### config.mk
export PLATFORM = sky130hd
export DESIGN_NAME = serial_adder_ctrl
export DESIGN_NICKNAME = d
export VERILOG_FILES = /design/src/rtl/serial_adder_ctrl.sv
export SDC_FILE = /design/constraint.sdc
export NUM_CORES = 1
export LEC_CHECK = 0
export ABC_CLOCK_PERIOD_IN_PS = 1800
export BUFFER_PORTS_ARGS = -buffer_cell sky130_fd_sc_hd__buf_2
export CAP_MARGIN = 25
export CORE_MARGIN = 10
export CORE_UTILIZATION = 54
export CTS_BUF_LIST = sky130_fd_sc_hd__clkbuf_8 sky130_fd_sc_hd__clkbuf_16
export CTS_CLUSTER_DIAMETER = 40
export DETAILED_ROUTE_END_ITERATION = 12
export PLACE_DENSITY_LB_ADDON = 0.25
export SYNTH_ARGS = -nofsm -noshare
export SYNTH_HDL_FRONTEND = slang
export SYNTH_SLANG_ARGS = --single-unit
### constraint.sdc
create_clock -name clk -period 1.8 [get_ports clk]
set_input_delay 0.27 -clock clk [delete_from_list [all_inputs] [get_ports clk]]
set_output_delay 0.27 -clock clk [all_outputs]
set_load 0.005 [all_outputs]
### src/rtl/serial_adder_ctrl.sv
// Bit-serial add/subtract engine: operands stream LSB-first through one
// gate-level full adder, with valid/ready handshakes on input and result.

module full_adder (
    input  logic a,
    input  logic b,
    input  logic cin,
    output logic s,
    output logic cout
);
    logic ab_x;
    logic ab_a;
    logic c_a;

    xor u_x0 (ab_x, a, b);
    xor u_x1 (s, ab_x, cin);
    and u_a0 (ab_a, a, b);
    and u_a1 (c_a, ab_x, cin);
    or  u_o0 (cout, ab_a, c_a);
endmodule

module serial_adder_ctrl #(
    parameter int WIDTH = 8
) (
    input  logic             clk,
    input  logic             rst,
    input  logic             in_valid,
    output logic             in_ready,
    input  logic [WIDTH-1:0] op_a,
    input  logic [WIDTH-1:0] op_b,
    input  logic             c_in,
    input  logic             sub,
    output logic             out_valid,
    input  logic             out_ready,
    output logic [WIDTH-1:0] sum,
    output logic             c_out,
    output logic             overflow,
    output logic             busy
);
    localparam int CNT_W = $clog2(WIDTH);

    typedef enum logic [1:0] {
        S_IDLE,
        S_RUN,
        S_DONE
    } state_t;

    state_t state, state_nxt;

    logic [WIDTH-1:0] a_sh;
    logic [WIDTH-1:0] b_sh;
    logic [WIDTH-1:0] res;
    logic             carry;
    logic [CNT_W-1:0] cnt;
    logic [WIDTH-1:0] sum_q;
    logic             c_out_q;
    logic             ovf_q;
    logic             fa_s;
    logic             fa_cout;
    logic             last_bit;

    full_adder u_fa (
        .a    (a_sh[0]),
        .b    (b_sh[0]),
        .cin  (carry),
        .s    (fa_s),
        .cout (fa_cout)
    );

    assign last_bit = (cnt == CNT_W'(WIDTH - 1));

    always_ff @(posedge clk or posedge rst) begin
        if (rst) state <= S_IDLE;
        else     state <= state_nxt;
    end

    always_comb begin
        state_nxt = state;
        in_ready  = 1'b0;
        out_valid = 1'b0;
        busy      = 1'b1;
        case (state)
            S_IDLE: begin
                in_ready = 1'b1;
                busy     = 1'b0;
                if (in_valid) state_nxt = S_RUN;
            end
            S_RUN: begin
                if (last_bit) state_nxt = S_DONE;
            end
            S_DONE: begin
                out_valid = 1'b1;
                if (out_ready) state_nxt = S_IDLE;
            end
            default: begin
                state_nxt = S_IDLE;
            end
        endcase
    end

    // Result registers are captured on the final RUN edge so they stay put
    // through the next operation until it completes; carry into the MSB is
    // the carry flop's value on that same edge.
    always_ff @(posedge clk or posedge rst) begin
        if (rst) begin
            a_sh    <= '0;
            b_sh    <= '0;
            res     <= '0;
            carry   <= 1'b0;
            cnt     <= '0;
            sum_q   <= '0;
            c_out_q <= 1'b0;
            ovf_q   <= 1'b0;
        end else begin
            case (state)
                S_IDLE: begin
                    if (in_valid) begin
                        a_sh  <= op_a;
                        b_sh  <= sub ? ~op_b : op_b;
                        carry <= sub ? 1'b1 : c_in;
                        cnt   <= '0;
                    end
                end
                S_RUN: begin
                    a_sh  <= a_sh >> 1;
                    b_sh  <= b_sh >> 1;
                    res   <= {fa_s, res[WIDTH-1:1]};
                    carry <= fa_cout;
                    if (last_bit) begin
                        sum_q   <= {fa_s, res[WIDTH-1:1]};
                        c_out_q <= fa_cout;
                        ovf_q   <= carry ^ fa_cout;
                    end else begin
                        cnt <= cnt + 1'b1;
                    end
                end
                default: begin
                end
            endcase
        end
    end

    assign sum      = sum_q;
    assign c_out    = c_out_q;
    assign overflow = ovf_q;
endmodule

==> results of run 1 <==
==> cell type report <==
cell class,count,area [sq um]
Inverter,10,37.5
Timing Repair Buffer,45,253
Sequential cell,39,976
Fill cell,267,1140
Multi-Input combinational cell,100,785
Tap cell,46,57.6
Clock inverter,3,20.0
Clock buffer,5,68.8
==> worst paths after layout <==
kind,from,to,depth (start not counted)
min in group clk,out_ready,state[1]$_DFFE_PP0P_,2
setup / recovery,state[1]$_DFFE_PP0P_,in_ready,4
setup reg to reg,cnt[0]$_DFFE_PP0P_,sum[2]$_DFFE_PP0P_,5
max in group asynchronous,rst,a_sh[4]$_DFFE_PP0P_,3
hold reg to reg,a_sh[5]$_DFFE_PP0P_,a_sh[5]$_DFFE_PP0P_,2
hold / removal,rst,cnt[0]$_DFFE_PP0P_,3
==> state kept, by name, summed over array words and instances (netlist names) <==
name,flops
c_out,1
sum,8
state,2
cnt,3
b_sh,8
res,7
overflow,1
a_sh,8
carry,1
==> layout by cell type, fill, tap and decap left out, drive strengths merged, types with 2 or more instances in the layout <==
cell type | synthesis | routed
inv | 10 | 10
a21oi | 8 | 8
and2b | 4 | 4
o21ai | 12 | 12
mux2 | 17 | 17
clkinvlp | 0 | 2
o32ai | 6 | 6
dfrtp | 39 | 39
a22o | 2 | 2
o21bai | 2 | 2
ha | 2 | 2
or2 | 2 | 2
a22oi | 9 | 9
nand2 | 6 | 6
xnor2 | 8 | 8
clkbuf | 5 | 5
buf | 7 | 45
a221o | 6 | 6
nor2b | 9 | 9
==> layer usage <==
metal	vias up	track usage (%)	share of wire, %	wire [microns]
met2	34	22.3	52	1990
met3	4	4.56	5.5	211
met1	643	13.7	42	1580
li1	650	-	-	-
met5	-	0	0	0
met4	0	4.84	0.66	25
==> through the flow <==
stage / hold slack, ns / cells
after floorplan: 0.378 / 161
after global placement: 0.398 / 240
after detailed placement: 0.412 / 240
after CTS: 0.0958 / 248
after global routing: 0.121 / 248
final: 0.0771 / 248
==> worst min-delay path, delay by kind of cell <==
| kind | cells | cell delay [ns] |
|---|---|---|
| buf+inv | 3 | 0.54 |
==> kinds of logic after synthesis <==
family,after synthesis,synth area share (%)
flops,39,52.7
simple gates,25,7.97
mux,17,10.3
xor+xnor,9,4.25
compound gates,46,17.4
fa+ha+maj,3,2.43
buf+inv,22,5.00
==> where the power goes <==
group | switching [W] | total [W] | internal (W)
Combinational | 0.000614 | 0.00139 | 0.000776
Clock | 0.000313 | 0.000583 | 0.000269
Sequential | 0.000282 | 0.00155 | 0.00127
==> qor.csv, run 1 <==
metric;value;unit
outcome;finished clean;
finalHoldViolCount;0;
yosys.area.top_type_share;52.7;%
hp-class;primary input to asynchronous set/reset pin;
ys_warn_count;0;
final_util;65.8;%
core-area;3340;sq um
period_share;94.1;%
drcViolationCount;0;
ctsHtreeMaxLevel;2;
cts_buffers;5;
path_clk_slew;0.08;ns
endpoint_kind;output pin;
drive_above_1_share;36.1;%
crit_fanout;9;
yosys.area.top_type;dfrtp_1;
antenna_cells;0;
drt-initial-drc-count;79;
root_buffer;clkbuf_8;
place.gp.congestion;0.785;
detail_route.vias_per_cell;5.37;
slew_viol_final;0;
seq_area_frac_synth;52.7;%
wl_per_cell;15.4;microns
die_w;78.6;microns
reg2reg_slack;0.25;ns
max_freq;590;MHz
cts_setup_buffers;0;
synth-seq-cells;39;
cts_resized;0;
grt_max_degree;40;
synth_cells;161;
drtAntennaViolNets;0;
start_util;55.5;%
track_usage;12.7;%
crit_required;1.53;ns
cap_violations;0;
antenna_found_initial;0;
netlist_area;1850;sq um
grt_pass1_vias;1407;
finalSetupViolCount;0;
start_kind;flip-flop;
critPathSlowestCell;dfrtp_1;
clock_skew;0.00587;ns
dp_slack;0.249;ns
drt_pass1_iterations;4;
ys.flop_type;dfrtp_1;
finish.instance_area;2200;sq um
syn_avg_cell_area;11.5;sq um
die_h;78.6;microns
synth_commonest_cells;dfrtp_1 (39), mux2_2 (17), o21ai_0 (12), inv_1 (10);
yosys-top-cells-area;dfrtp_1 (53%), mux2_2 (10%), xnor2_1 (3.8%), a22oi_1 (3.6%), o21ai_0 (3.2%);
clock_tree.buffer_depth;2;
powerDensity;1610;nW/um^2
path_delay_family;flip-flops;
cp_cell_sequence;buf_4 -> or2_2 -> inv_1 -> buf_2;
cp_slowest_stage_delay;0.49;ns
vias;1331;
dpl_cell_area;2110;sq um
fin_ws;0.106;ns
cp.arrival;1.42;ns
ir_drop;801;uV
synth_edf_count;0;
path_buf_inv;3;
rsz0062_at_grt;false;
die_area;6170;sq um
grt_pass1_wl;6.38;mm
ios;35;
layout.nets;226;
cts_tree;done;
slew-limit-headroom;67.7;%
power.total;0.00353;W
syn-num-nets;186;
min_period;1.69;ns
dp_hpwl;2.82;mm
overflow;0;
clkSinkCount;39;
port_buffers;34;
yosys.cell_count.top_type;dfrtp_1;
tightestPinTransition;0.485;ns
worstSkewPairLatency;0.29;ns
tns;0;ns
leakage;1.03;nW
async_flop_share;100;%
syn2layout_area_growth;18.6;%
worstSetupPathType;flip-flop to output pin;
yosysUniqueCellTypes;28;
cts_hold_buf;0;
routed_wl;3.81;mm
placement_rows;21;
(Power assumes the default switching activity.)
==> inputs of run 2 (changes only) <==
--- a/config.mk
+++ b/config.mk
@@ -5,15 +5,17 @@
 export SDC_FILE = /design/constraint.sdc
 export NUM_CORES = 1
 export LEC_CHECK = 0
+export ABC_AREA = 1
 export ABC_CLOCK_PERIOD_IN_PS = 1800
 export BUFFER_PORTS_ARGS = -buffer_cell sky130_fd_sc_hd__buf_2
 export CAP_MARGIN = 25
 export CORE_MARGIN = 10
-export CORE_UTILIZATION = 54
+export CORE_UTILIZATION = 55
 export CTS_BUF_LIST = sky130_fd_sc_hd__clkbuf_8 sky130_fd_sc_hd__clkbuf_16
 export CTS_CLUSTER_DIAMETER = 40
 export DETAILED_ROUTE_END_ITERATION = 12
 export PLACE_DENSITY_LB_ADDON = 0.25
 export SYNTH_ARGS = -nofsm -noshare
 export SYNTH_HDL_FRONTEND = slang
+export SYNTH_HIERARCHICAL = 1
 export SYNTH_SLANG_ARGS = --single-unit
==> run 2 against run 1 <==
Net effect:
- non-clock buffer count shrank 6
- highest routed layer unchanged
- sequential power shrank 3%
- setup slack gained 0.16 ns
==> qor.csv, run 2 <==
metric;value;unit;change
regArea;976;sq um;unchanged
slew-limit-headroom;68.3;%;was 67.7%
cap_violations;0;;unchanged
synth_commonest_cells;nand2_1 (112), dfrtp_1 (39), inv_1 (24), nand3_1 (20), nor2_1 (16);;was dfrtp_1 (39), mux2_2 (17), o21ai_0 (12), inv_1 (10)
finalSetupViolCount;0;;unchanged
leakage;1.25;nW;was 1.03 nW
max_freq;651;MHz;was 590 MHz
layout_common_cells;nand2_1 (112), dfrtp_1 (39), buf_2 (34);;was dfrtp_1 (39), buf_2 (34), mux2_2 (17)
vias;1554;;was 1,331
tns;0;ns;unchanged
drt-initial-drc-count;136;;was 79
finalHoldViolCount;0;;unchanged
powerDensity;1640;nW/um^2;was 1610 nW/um^2
drt_pass1_iterations;4;;unchanged
dp_cells;322;;was 240
start_util;57.1;%;was 55.5%
start_kind;flip-flop;;unchanged
clock_skew;0.00722;ns;was 0.00587 ns
rsz0062_at_grt;false;;unchanged
critPathSlowestCell;dfrtp_1;;unchanged
drtAntennaViolNets;0;;unchanged
hp-class;primary input to asynchronous set/reset pin;;unchanged
yosys-top-cells-area;dfrtp_1 (51%), nand2_1 (22%), nand3_1 (5.3%), inv_1 (4.7%), o21ai_2 (3.2%);;was dfrtp_1 (53%), mux2_2 (10%), xnor2_1 (3.8%), a22oi_1 (3.6%), o21ai_0 (3.2%)
ios;35;;unchanged
tightestPinTransition;0.475;ns;was 0.485 ns
detail_route.vias_per_cell;4.72;;was 5.37
ys_warn_count;6;;was 0
path_clk_slew;0.07;ns;was 0.08 ns
cp.arrival;1.70;ns;was 1.42 ns
endpoint_kind;flip-flop;;was output pin
drcViolationCount;0;;unchanged
final_cells;329;;was 248
ys.flop_type;dfrtp_1;;unchanged
yosys.area.top_type_share;51.2;%;was 52.7%
crit_fanout;20;;was 9
grt_pass1_vias;1497;;was 1,407
yosysUniqueCellTypes;20;;was 28
antenna_found_initial;0;;unchanged
layout_commonest_cell;nand2_1;;was dfrtp_1
ctsHtreeMaxLevel;2;;unchanged
track_usage;12.1;%;was 12.7%
grt_pass1_wl;6.29;mm;was 6.38 mm
wl_per_cell;11.1;microns;was 15.4 microns
syn_avg_cell_area;7.71;sq um;was 11.5 sq um
seq_area_frac_synth;51.2;%;was 52.7%
async_flop_share;100;%;unchanged
worstSetupPathType;flip-flop to flip-flop;;was flip-flop to output pin
cp_slowest_stage_delay;0.37;ns;was 0.49 ns
crit_required;1.96;ns;was 1.53 ns
clkSinkCount;39;;unchanged
worstSkewPairLatency;0.29;ns;about the same
outcome;finished clean;;unchanged
layout.nets;308;;was 226
syn2layout_area_growth;15.5;%;was 18.6%
synth-seq-cells;39;;unchanged
cts_hold_buf;0;;unchanged
antenna_cells;0;;unchanged
root_buffer;clkbuf_8;;unchanged
die_area;6220;sq um;was 6170 sq um
yosys.cell_count.top_type;nand2_1;;was dfrtp_1
yosys.area.top_type;dfrtp_1;;unchanged
period_share;85.3;%;was 94.1%
cp_cell_sequence;inv_1 -> nand2_1 -> inv_2 -> nand2_2 -> nand2_1 -> o21ai_2;;was buf_4 -> or2_2 -> inv_1 -> buf_2
synth_cells;247;;was 161
netlist_area;1910;sq um;was 1850 sq um
clock_tree.buffer_depth;2;;unchanged
grt_max_degree;40;;unchanged
drive_above_1_share;20.1;%;was 36.1%
core-area;3340;sq um;unchanged
fillers;299;;was 267
overflow;0;;unchanged
cts_resized;0;;unchanged
ir_drop;1130;uV;was 801 uV
syn-num-nets;272;;was 186
place.gp.congestion;0.779;;was 0.785
cp_common_cell;nand2_1;;
multi_input_area;771;sq um;was 785 sq um
min_period;1.54;ns;was 1.69 ns
cts_tree;done;;unchanged
die_h;78.9;microns;was 78.6 microns
port_buffers;34;;unchanged
placement_rows;21;;unchanged
reg2reg_slack;0.26;ns;was 0.25 ns
dp_hpwl;2.63;mm;was 2.82 mm
routed_wl;3.66;mm;was 3.81 mm
die_w;78.9;microns;was 78.6 microns
synth_edf_count;0;;unchanged
slew_viol_final;0;;unchanged
cts_buffers;5;;unchanged
cts_setup_buffers;0;;unchanged
## run 2: worst paths after layout
path | depth (start not counted) | to | startpoint
hold / removal | 3 | a_sh[7]$_DFFE_PP0P_ | rst
setup reg to reg | 6 | sum[2]$_DFFE_PP0P_ | state[1]$_DFFE_PP0P_
hold reg to reg | 2 | sum[0]$_DFFE_PP0P_ | res[1]$_DFFE_PP0N_
min in group clk | 2 | state[1]$_DFFE_PP0P_ | out_ready
max in group asynchronous | 3 | sum[6]$_DFFE_PP0P_ | rst
setup / recovery | 6 | sum[2]$_DFFE_PP0P_ | state[1]$_DFFE_PP0P_
## run 2: per-layer routing
layer  global-route usage [%]  up-vias  wire length, microns
met4                     3.23        0                    36
met2                     19.4       25                  1730
met1                     14.9      702                  1720
met3                     4.73        4                   169
met5                        0        -                     0
li1                         -      823                     -
## run 2: where the power goes
part           switching, W  total [W]  internal (W)  leakage [nW]
Clock              0.000287   0.000587      0.000301        0.0470
Sequential         0.000232    0.00151       0.00128         0.492
Combinational      0.000920    0.00152      0.000602         0.716
## run 2: cell families (layout without fill, tap and decap cells)
logic type | count (synthesis) | count (layout) | synth area share, %
adders and majority gates | 3 | 3 | 2.36
buffers and inverters | 37 | 73 | 8.34
DFF | 39 | 39 | 51.2
and+or+nand+nor | 149 | 149 | 30.8
AOI/OAI and AO/OA | 18 | 18 | 6.83
xor gates and xnor gates | 1 | 1 | 0.460
## run 2: layout make-up
cell class                 count  area share [%]
sequential                    39            44.3
multi-input combinational    171            35.0
timing repair buffer          39            9.44
inverter                      27            4.60
clock buffer                   6            3.75
tap                           46            2.62
clock inverter                 1           0.227
## run 2: metrics by stage
step                util [%]  setup slack [ns]  instance area (sq um)  power, W  hold WS (ns)
global route            66.0             0.125                   2200   0.00397         0.125
detailed placement      63.3             0.263                   2110   0.00307         0.410
global placement        63.3             0.340                   2110   0.00302         0.408
finish                  66.0             0.265                   2200   0.00362        0.0851
floorplan                  -             0.590                   1910   0.00265         0.368
CTS                     66.0             0.250                   2200   0.00367         0.100
## run 2: worst max-delay path, delay by kind of cell, from the launching register on
kind	cells	cell delay, ns
and+or+nand+nor	3	0.58
buffers and inverters	2	0.39
DFF	1	0.37
AOI/OAI and AO/OA	1	0.06
